**src/rtl/lc3_mem_bridge.sv**
```systemverilog
// rtl/lc3_mem_bridge.sv - LC-3 MAR/MDR to async SRAM bridge with wait states and one MMIO word
// Strobes and R decode from registered state only, so reset clears them without a clock edge.
module lc3_mem_bridge #(
   parameter int unsigned WAIT_STATES = 2,
   parameter logic [15:0] MMIO_ADDR   = 16'hFFFF
) (
   input  logic        Clk,
   input  logic        Reset_ah,
   input  logic        MEM_EN,
   input  logic        WE,
   input  logic [15:0] MAR,
   input  logic [15:0] MDR,
   input  logic [15:0] SW,
   input  logic [15:0] Data_from_SRAM,
   output logic [15:0] MDR_In,
   output logic        R,
   output logic [19:0] ADDR,
   output logic [15:0] Data_to_SRAM,
   output logic        CE_N,
   output logic        OE_N,
   output logic        WE_N,
   output logic        UB_N,
   output logic        LB_N,
   output logic [15:0] HEX_out
);

   typedef enum logic [1:0] {IDLE, ACCESS, DONE, RELEASE} state_t;

   localparam logic [3:0] WS = 4'(WAIT_STATES);

   state_t      state_q, state_d;
   logic [3:0]  cnt_q, cnt_d;
   logic [15:0] addr_q, addr_d;
   logic [15:0] wdata_q, wdata_d;
   logic [15:0] mdr_in_q, mdr_in_d;
   logic [15:0] hex_q, hex_d;
   logic        we_q, we_d;
   logic        access;

   always_ff @(posedge Clk or posedge Reset_ah) begin
      if (Reset_ah) begin
         state_q  <= IDLE;
         cnt_q    <= '0;
         addr_q   <= '0;
         wdata_q  <= '0;
         mdr_in_q <= '0;
         hex_q    <= '0;
         we_q     <= 1'b0;
      end else begin
         state_q  <= state_d;
         cnt_q    <= cnt_d;
         addr_q   <= addr_d;
         wdata_q  <= wdata_d;
         mdr_in_q <= mdr_in_d;
         hex_q    <= hex_d;
         we_q     <= we_d;
      end
   end

   always_comb begin
      state_d  = state_q;
      cnt_d    = cnt_q;
      addr_d   = addr_q;
      wdata_d  = wdata_q;
      mdr_in_d = mdr_in_q;
      hex_d    = hex_q;
      we_d     = we_q;
      case (state_q)
         IDLE: begin
            if (MEM_EN) begin
               addr_d  = MAR;
               wdata_d = MDR;
               we_d    = WE;
               if (MAR == MMIO_ADDR) begin
                  if (WE) hex_d = MDR;
                  else    mdr_in_d = SW;
                  state_d = DONE;
               end else begin
                  cnt_d   = '0;
                  state_d = ACCESS;
               end
            end
         end
         ACCESS: begin
            // MEM_EN is ignored here: a started access always runs to completion.
            cnt_d = cnt_q + 4'd1;
            if (cnt_q == WS) begin
               if (!we_q) mdr_in_d = Data_from_SRAM;
               state_d = DONE;
            end
         end
         DONE:    state_d = MEM_EN ? RELEASE : IDLE;
         RELEASE: if (!MEM_EN) state_d = IDLE;
         default: state_d = IDLE;
      endcase
   end

   assign access       = (state_q == ACCESS);
   assign CE_N         = ~access;
   assign UB_N         = ~access;
   assign LB_N         = ~access;
   assign OE_N         = ~(access & ~we_q);
   assign WE_N         = ~(access & we_q);
   assign R            = (state_q == DONE);
   assign ADDR         = {4'b0, addr_q};
   assign Data_to_SRAM = wdata_q;
   assign MDR_In       = mdr_in_q;
   assign HEX_out      = hex_q;

endmodule

```
**config.mk**
```make
export PLATFORM = sky130hd
export DESIGN_NAME = lc3_mem_bridge
export DESIGN_NICKNAME = d
export VERILOG_FILES = /design/src/rtl/lc3_mem_bridge.sv
export SDC_FILE = /design/constraint.sdc
export NUM_CORES = 1
export LEC_CHECK = 0
export ABC_AREA = 1
export BUFFER_PORTS_ARGS = -buffer_cell sky130_fd_sc_hd__buf_2
export CAP_MARGIN = 20
export CORE_MARGIN = 3
export CORE_UTILIZATION = 33
export DETAILED_ROUTE_END_ITERATION = 12
export PLACE_DENSITY = 0.71
export REMOVE_ABC_BUFFERS = 1
export SYNTH_ARGS = -nofsm -noshare
export SYNTH_HDL_FRONTEND = slang
export SYNTH_SLANG_ARGS = --single-unit
```
**constraint.sdc**
```tcl
create_clock -name Clk -period 4.4 [get_ports Clk]
set_input_delay 0.88 -clock Clk [delete_from_list [all_inputs] [get_ports Clk]]
set_output_delay 0.88 -clock Clk [all_outputs]
set_load 0.02 [all_outputs]
```
==> metrics.yaml, run 1 <==
status: "finished clean"
path_cells: "inv_1 -> nor2_2 -> inv_1 -> buf_2"
synth_area_per_cell_um2: 8.28
die_h_um: 104
whs_path_depth: 2
vias_per_cell: 4.45
leakagePower_nw: 2.39
multi_input_area_mm2: 0.00116
critical_path_required_ps: 3520
ys_ff_latch: 71
synthCells: 381
synth_warnings: 0
reg2reg_slack_ps: 2160
ys_seq_area_share_pct: 56.3
setup_viol: 0
grt_max_degree: 51
clkLatencyLatePin_ps: 340
pin_count: 142
nFillCells: 966
area_growth_pct: 30.9
r2r_cells: 6
final_common_cell: "nand2_1"
holdCritStartpoint: "MDR_In[4]"
grt-ovfl-total: 0
synth_cell_type_count: 23
period_share_pct: 57.3
dieArea_mm2: 0.0108
cts-root-buf: "clkbuf_8"
cts_max_level: 3
end_kind: "output pin"
rsz0062_at_grt: "no"
worstMarginPinSlew_ps: 939
pwr_density_cell_mw_per_mm2: 701
initial_core_util_pct: 34.0
core-area_mm2: 0.00928
crit_top_cell: "inv_1"
drc: 0
p_total_mw: 2.90
antenna_found_initial: 0
wl_per_cell_um: 12.2
gr-usage-all-layers_pct: 14.8
slew-limit-headroom_pct: 37.2
grt_pass1_wl_um: 13100
critPathMaxFanout: 22
hold_path_class: "reg2reg"
numCtsBuffers: 9
hold_viol_final: 0
cts_setup_buffers: 0
worst_path_max_delay_cell: "inv_1"
drv_slew: 0
place.gp.congestion: 0.736
holdBufCountCts: 0
start_kind: "register"
fp-row-count: 35
setup_tns_ps: 0
layout_common_cells: "nand2_1, buf_2, dfrtp_1, o21ai_0, inv_1"
cts_buffer_depth: 2
critPathKind: "reg2out"
worstPathArrival_ps: 1640
fmax_ghz: 0.397
drt_iter0_markers: 119
peakVddDrop_uv: 261
grt_pass1_vias: 2739
min_period_ps: 2520
cts_tree: "built"
drive_above_1_share_pct: 31.9
vias: 2873
ant_nets: 0
hpwlAfterDp_um: 5770
max_cap_violations: 0
portBuffers: 137
wirelength_um: 7890
whs_endpoint: "MDR_In[4]"
drtPass1Iterations: 6
synth_area_mm2: 0.00316
r2r_end: "HEX_out[11]"
crit_path_max_incr_delay_ps: 470
skew_ps: 10.5
clkTransAtPathRegs_ps: 80
final_nets: 582
n_antenna_cell: 0
cts-resized-gates: 0
die_x_um: 104
r2r-start: "state_q[1]"
cts_sinks: 71
register_area_mm2: 0.00178
## worst max-delay path, delay by kind of cell, from the launching register on
kind          cells  cell delay (ps)
simple gates      1               40
flops             1              420
buf+inv           3              850
## sequential cells by signal (all words and copies together), names as in the netlist
| signal | flops |
|---|---|
| we_q | 1 |
| addr_q | 16 |
| state_q | 2 |
| Data_to_SRAM | 16 |
| cnt_q | 4 |
| MDR_In | 16 |
| HEX_out | 16 |
## per-layer routing
| layer | vias to the layer above | GRT usage, % | share of wire (%) |
|---|---|---|---|
| li1 | 1446 | - | - |
| met1 | 1315 | 18.9 | 44 |
| met2 | 106 | 24.1 | 47 |
| met3 | 6 | 5.17 | 8.0 |
| met4 | 0 | 3.99 | 0.70 |
| met5 | - | 0 | 0 |
## power breakdown
group | switching, mW | total [mW] | internal (mW)
sequential | 0.138 | 1.02 | 0.885
clock | 0.252 | 0.589 | 0.338
combinational | 0.888 | 1.28 | 0.395
total | 1.28 | 2.90 | 1.62
## cell families after synthesis
| kind of cell | after synthesis | share of synthesized area [%] |
|---|---|---|
| DFF | 71 | 56.3 |
| buffers and inverters | 49 | 7.34 |
| other | 1 | 0.119 |
| adders and majority gates | 2 | 0.793 |
| and+or+nand+nor | 216 | 27.8 |
| AOI/OAI and AO/OA | 41 | 7.38 |
| xor gates and xnor gates | 1 | 0.278 |
## how the worst max path moves through the flow
| stage | start | end | slack [ps] |
|---|---|---|---|
| after global routing | state_q[0] | CE_N | 1760 |
| after floorplan | Reset_ah | Data_to_SRAM[0] | 1720 |
| final | state_q[0] | CE_N | 1880 |
| after CTS | state_q[0] | CE_N | 1840 |
| after detailed placement | MEM_EN | HEX_out[11] | 1670 |
| after global placement | MEM_EN | HEX_out[15] | 1730 |
## cells in the mapped netlist
| cell | n | area share, % |
|---|---|---|
| clkbuf_1 | 6 | 0.71 |
| nor2_2 | 3 | 0.59 |
| o21ai_0 | 35 | 5.6 |
| dfrtp_1 | 71 | 56 |
| o211a_1 | 1 | 0.32 |
| nand2_1 | 184 | 22 |
| buf_4 | 8 | 1.9 |
| nand3_1 | 2 | 0.32 |
| buf_6 | 1 | 0.36 |
| nand3_4 | 1 | 0.56 |
| inv_1 | 24 | 2.9 |
| conb_1 | 1 | 0.12 |
| nand4_1 | 17 | 3.4 |
| a21oi_4 | 1 | 0.52 |
| inv_2 | 1 | 0.12 |
| buf_2 | 8 | 1.3 |
| a31oi_1 | 1 | 0.20 |
| nor2_1 | 9 | 1.1 |
| o21ai_2 | 2 | 0.56 |
| ha_1 | 2 | 0.79 |
| o21bai_1 | 1 | 0.24 |
| clkinv_1 | 1 | 0.12 |
| xnor2_1 | 1 | 0.28 |
## metrics by stage
step / setup WS (ps) / cell area [um2] / instances / utilization [%] / hold slack (ps)
after global routing: 1760 / 4130 / 646 / 44.5 / 500
after floorplan: 1720 / 3030 / 361 / - / 485
after global placement: 1730 / 3900 / 630 / 42.0 / 458
final: 1880 / 4130 / 646 / 44.5 / 476
after CTS: 1840 / 4130 / 646 / 44.5 / 480
after detailed placement: 1670 / 3900 / 630 / 42.0 / 459
## cell type report
cell class / count / area share, %
flip-flops and latches: 71 / 43.0
multi-input cells: 264 / 28.0
repair buffers: 140 / 17.1
well taps: 129 / 3.91
clock buffers: 10 / 3.33
inverters: 26 / 2.36
clock inverters: 6 / 2.21
Note: power is estimated with default switching activity, not from simulation.
==> inputs of run 2 (changes only) <==
PLACE_DENSITY = 0.73   (was 0.71)
clock period = 2.3 ns   (was 4.4 ns; I/O delays follow)
==> metrics.yaml, run 2 (synthesized netlist as in run 1, its figures left out) <==
cts-root-buf: "clkbuf_8"
grt-ovfl-total: 0
n_antenna_cell: 0
reg2reg_slack_ps: 500
design_area_mm2: 0.00415
cts_setup_buffers: 0
setup_tns_ps: 0
max_cap_violations: 0
end_kind: "register"
hold_slack_ps: 196
setup_viol: 0
fp-row-count: 35
fin_ws_ps: 503
peakVddDrop_uv: 595
skew_ps: 8.64
worstPathArrival_ps: 2020
pwr_density_cell_mw_per_mm2: 1300
cts_sinks: 71
cts-resized-gates: 0
slew-limit-headroom_pct: 53.0
cts_max_level: 3
critPathKind: "reg2reg"
place.gp.congestion: 0.755
drive_above_1_share_pct: 32.7
drt_iter0_markers: 122
numCtsBuffers: 9
clkTransAtPathRegs_ps: 80
vias_per_cell: 4.46
die_h_um: 104
gr-usage-all-layers_pct: 14.6
nFillCells: 958
holdBufCountCts: 0
clkLatencyLatePin_ps: 340
vias: 2907
multi_input_area_mm2: 0.00116
placed_area_mm2: 0.00396
critical_path_required_ps: 2530
area_growth_pct: 31.5
drv_slew: 0
rsz0062_at_grt: "no"
cts_tree: "built"
wl_per_cell_um: 12.1
hold_path_class: "in2async"
status: "finished clean"
antenna_found_initial: 0
grt_max_degree: 37
cts_buffer_depth: 2
ant_nets: 0
min_period_ps: 1800
hpwlAfterDp_um: 5940
final_nets: 588
drc: 0
fmax_ghz: 0.557
dp_slack_ps: 504
core-area_mm2: 0.00928
drtPass1Iterations: 4
worstMarginPinSlew_ps: 705
register_area_mm2: 0.00178
die_x_um: 104
sw_frac_of_total_pct: 45.2
period_share_pct: 78.1
grt_pass1_wl_um: 13100
intPower_mw: 2.96
start_kind: "register"
grt_pass1_vias: 2737
pwr-share-comb_pct: 46.4
clock_power_share_pct: 17.3
layout_common_cells: "nand2_1, buf_2, dfrtp_1, o21ai_0, inv_1"
p_seq_share_pct: 36.3
p_total_mw: 5.40
hold_viol_final: 0
wirelength_um: 7860
initial_core_util_pct: 34.0
final_common_cell: "nand2_1"
portBuffers: 137
leakagePower_nw: 2.41
critPathMaxFanout: 17
dieArea_mm2: 0.0108
power.switching_mw: 2.44
pin_count: 142
## run 2: changes by cell type in the layout (fill, tap and decap cells not counted), sizes merged
cell and delta:
clkinv -1, clkbuf +1, clkinvlp +1, inv +1
bufinv -2, buf +6
## run 2: metrics by stage
step	util, %	instances
final	44.7	652
after global routing	44.7	652
after CTS	44.7	652
after detailed placement	42.7	636
after global placement	42.7	636
after floorplan	-	361
## run 2: layout make-up
cell class | instances | area share, %
Multi-Input combinational cell | 264 | 27.9
Tap cell | 129 | 3.89
Clock inverter | 5 | 0.935
Inverter | 26 | 2.35
Clock buffer | 11 | 3.65
Timing Repair Buffer | 146 | 18.5
Sequential cell | 71 | 42.8
## run 2: critical path, stage by stage, from the launching register on
cell	delay (ps)
dfrtp_1	430
nor2_2	180
inv_2	70
o21ai_2	560
nand3_4	270
nand2_1	120
nand2_1	60
## run 2: power by group through the flow
stage	combinational, mW	clock (mW)	sequential [mW]
global placement	2.47	0	1.96
finish	2.51	0.933	1.96
global route	2.77	1.01	2.02
detailed placement	2.54	0	1.97
floorplan	1.15	0	2.42
CTS	2.54	0.956	1.96
## run 2: layer usage
metal,up-vias,global-route usage (%),part of all wire (%)
met5,-,0,0
met4,0,3.32,1.0
met3,10,4.42,7.1
met2,102,24.6,47
met1,1339,18.6,45
li1,1456,-,-
## run 2: path summary, 6_finish.rpt
path / depth (start not counted) / start / end
setup / recovery: 6 / state_q[1] / MDR_In[14]
hold / removal: 2 / Reset_ah / Data_to_SRAM[9]
setup reg to reg: 6 / state_q[1] / MDR_In[14]
hold reg to reg: 2 / addr_q[14] / addr_q[14]
max in group asynchronous: 3 / Reset_ah / addr_q[2]
min in group Clk: 3 / MAR[8] / addr_q[8]
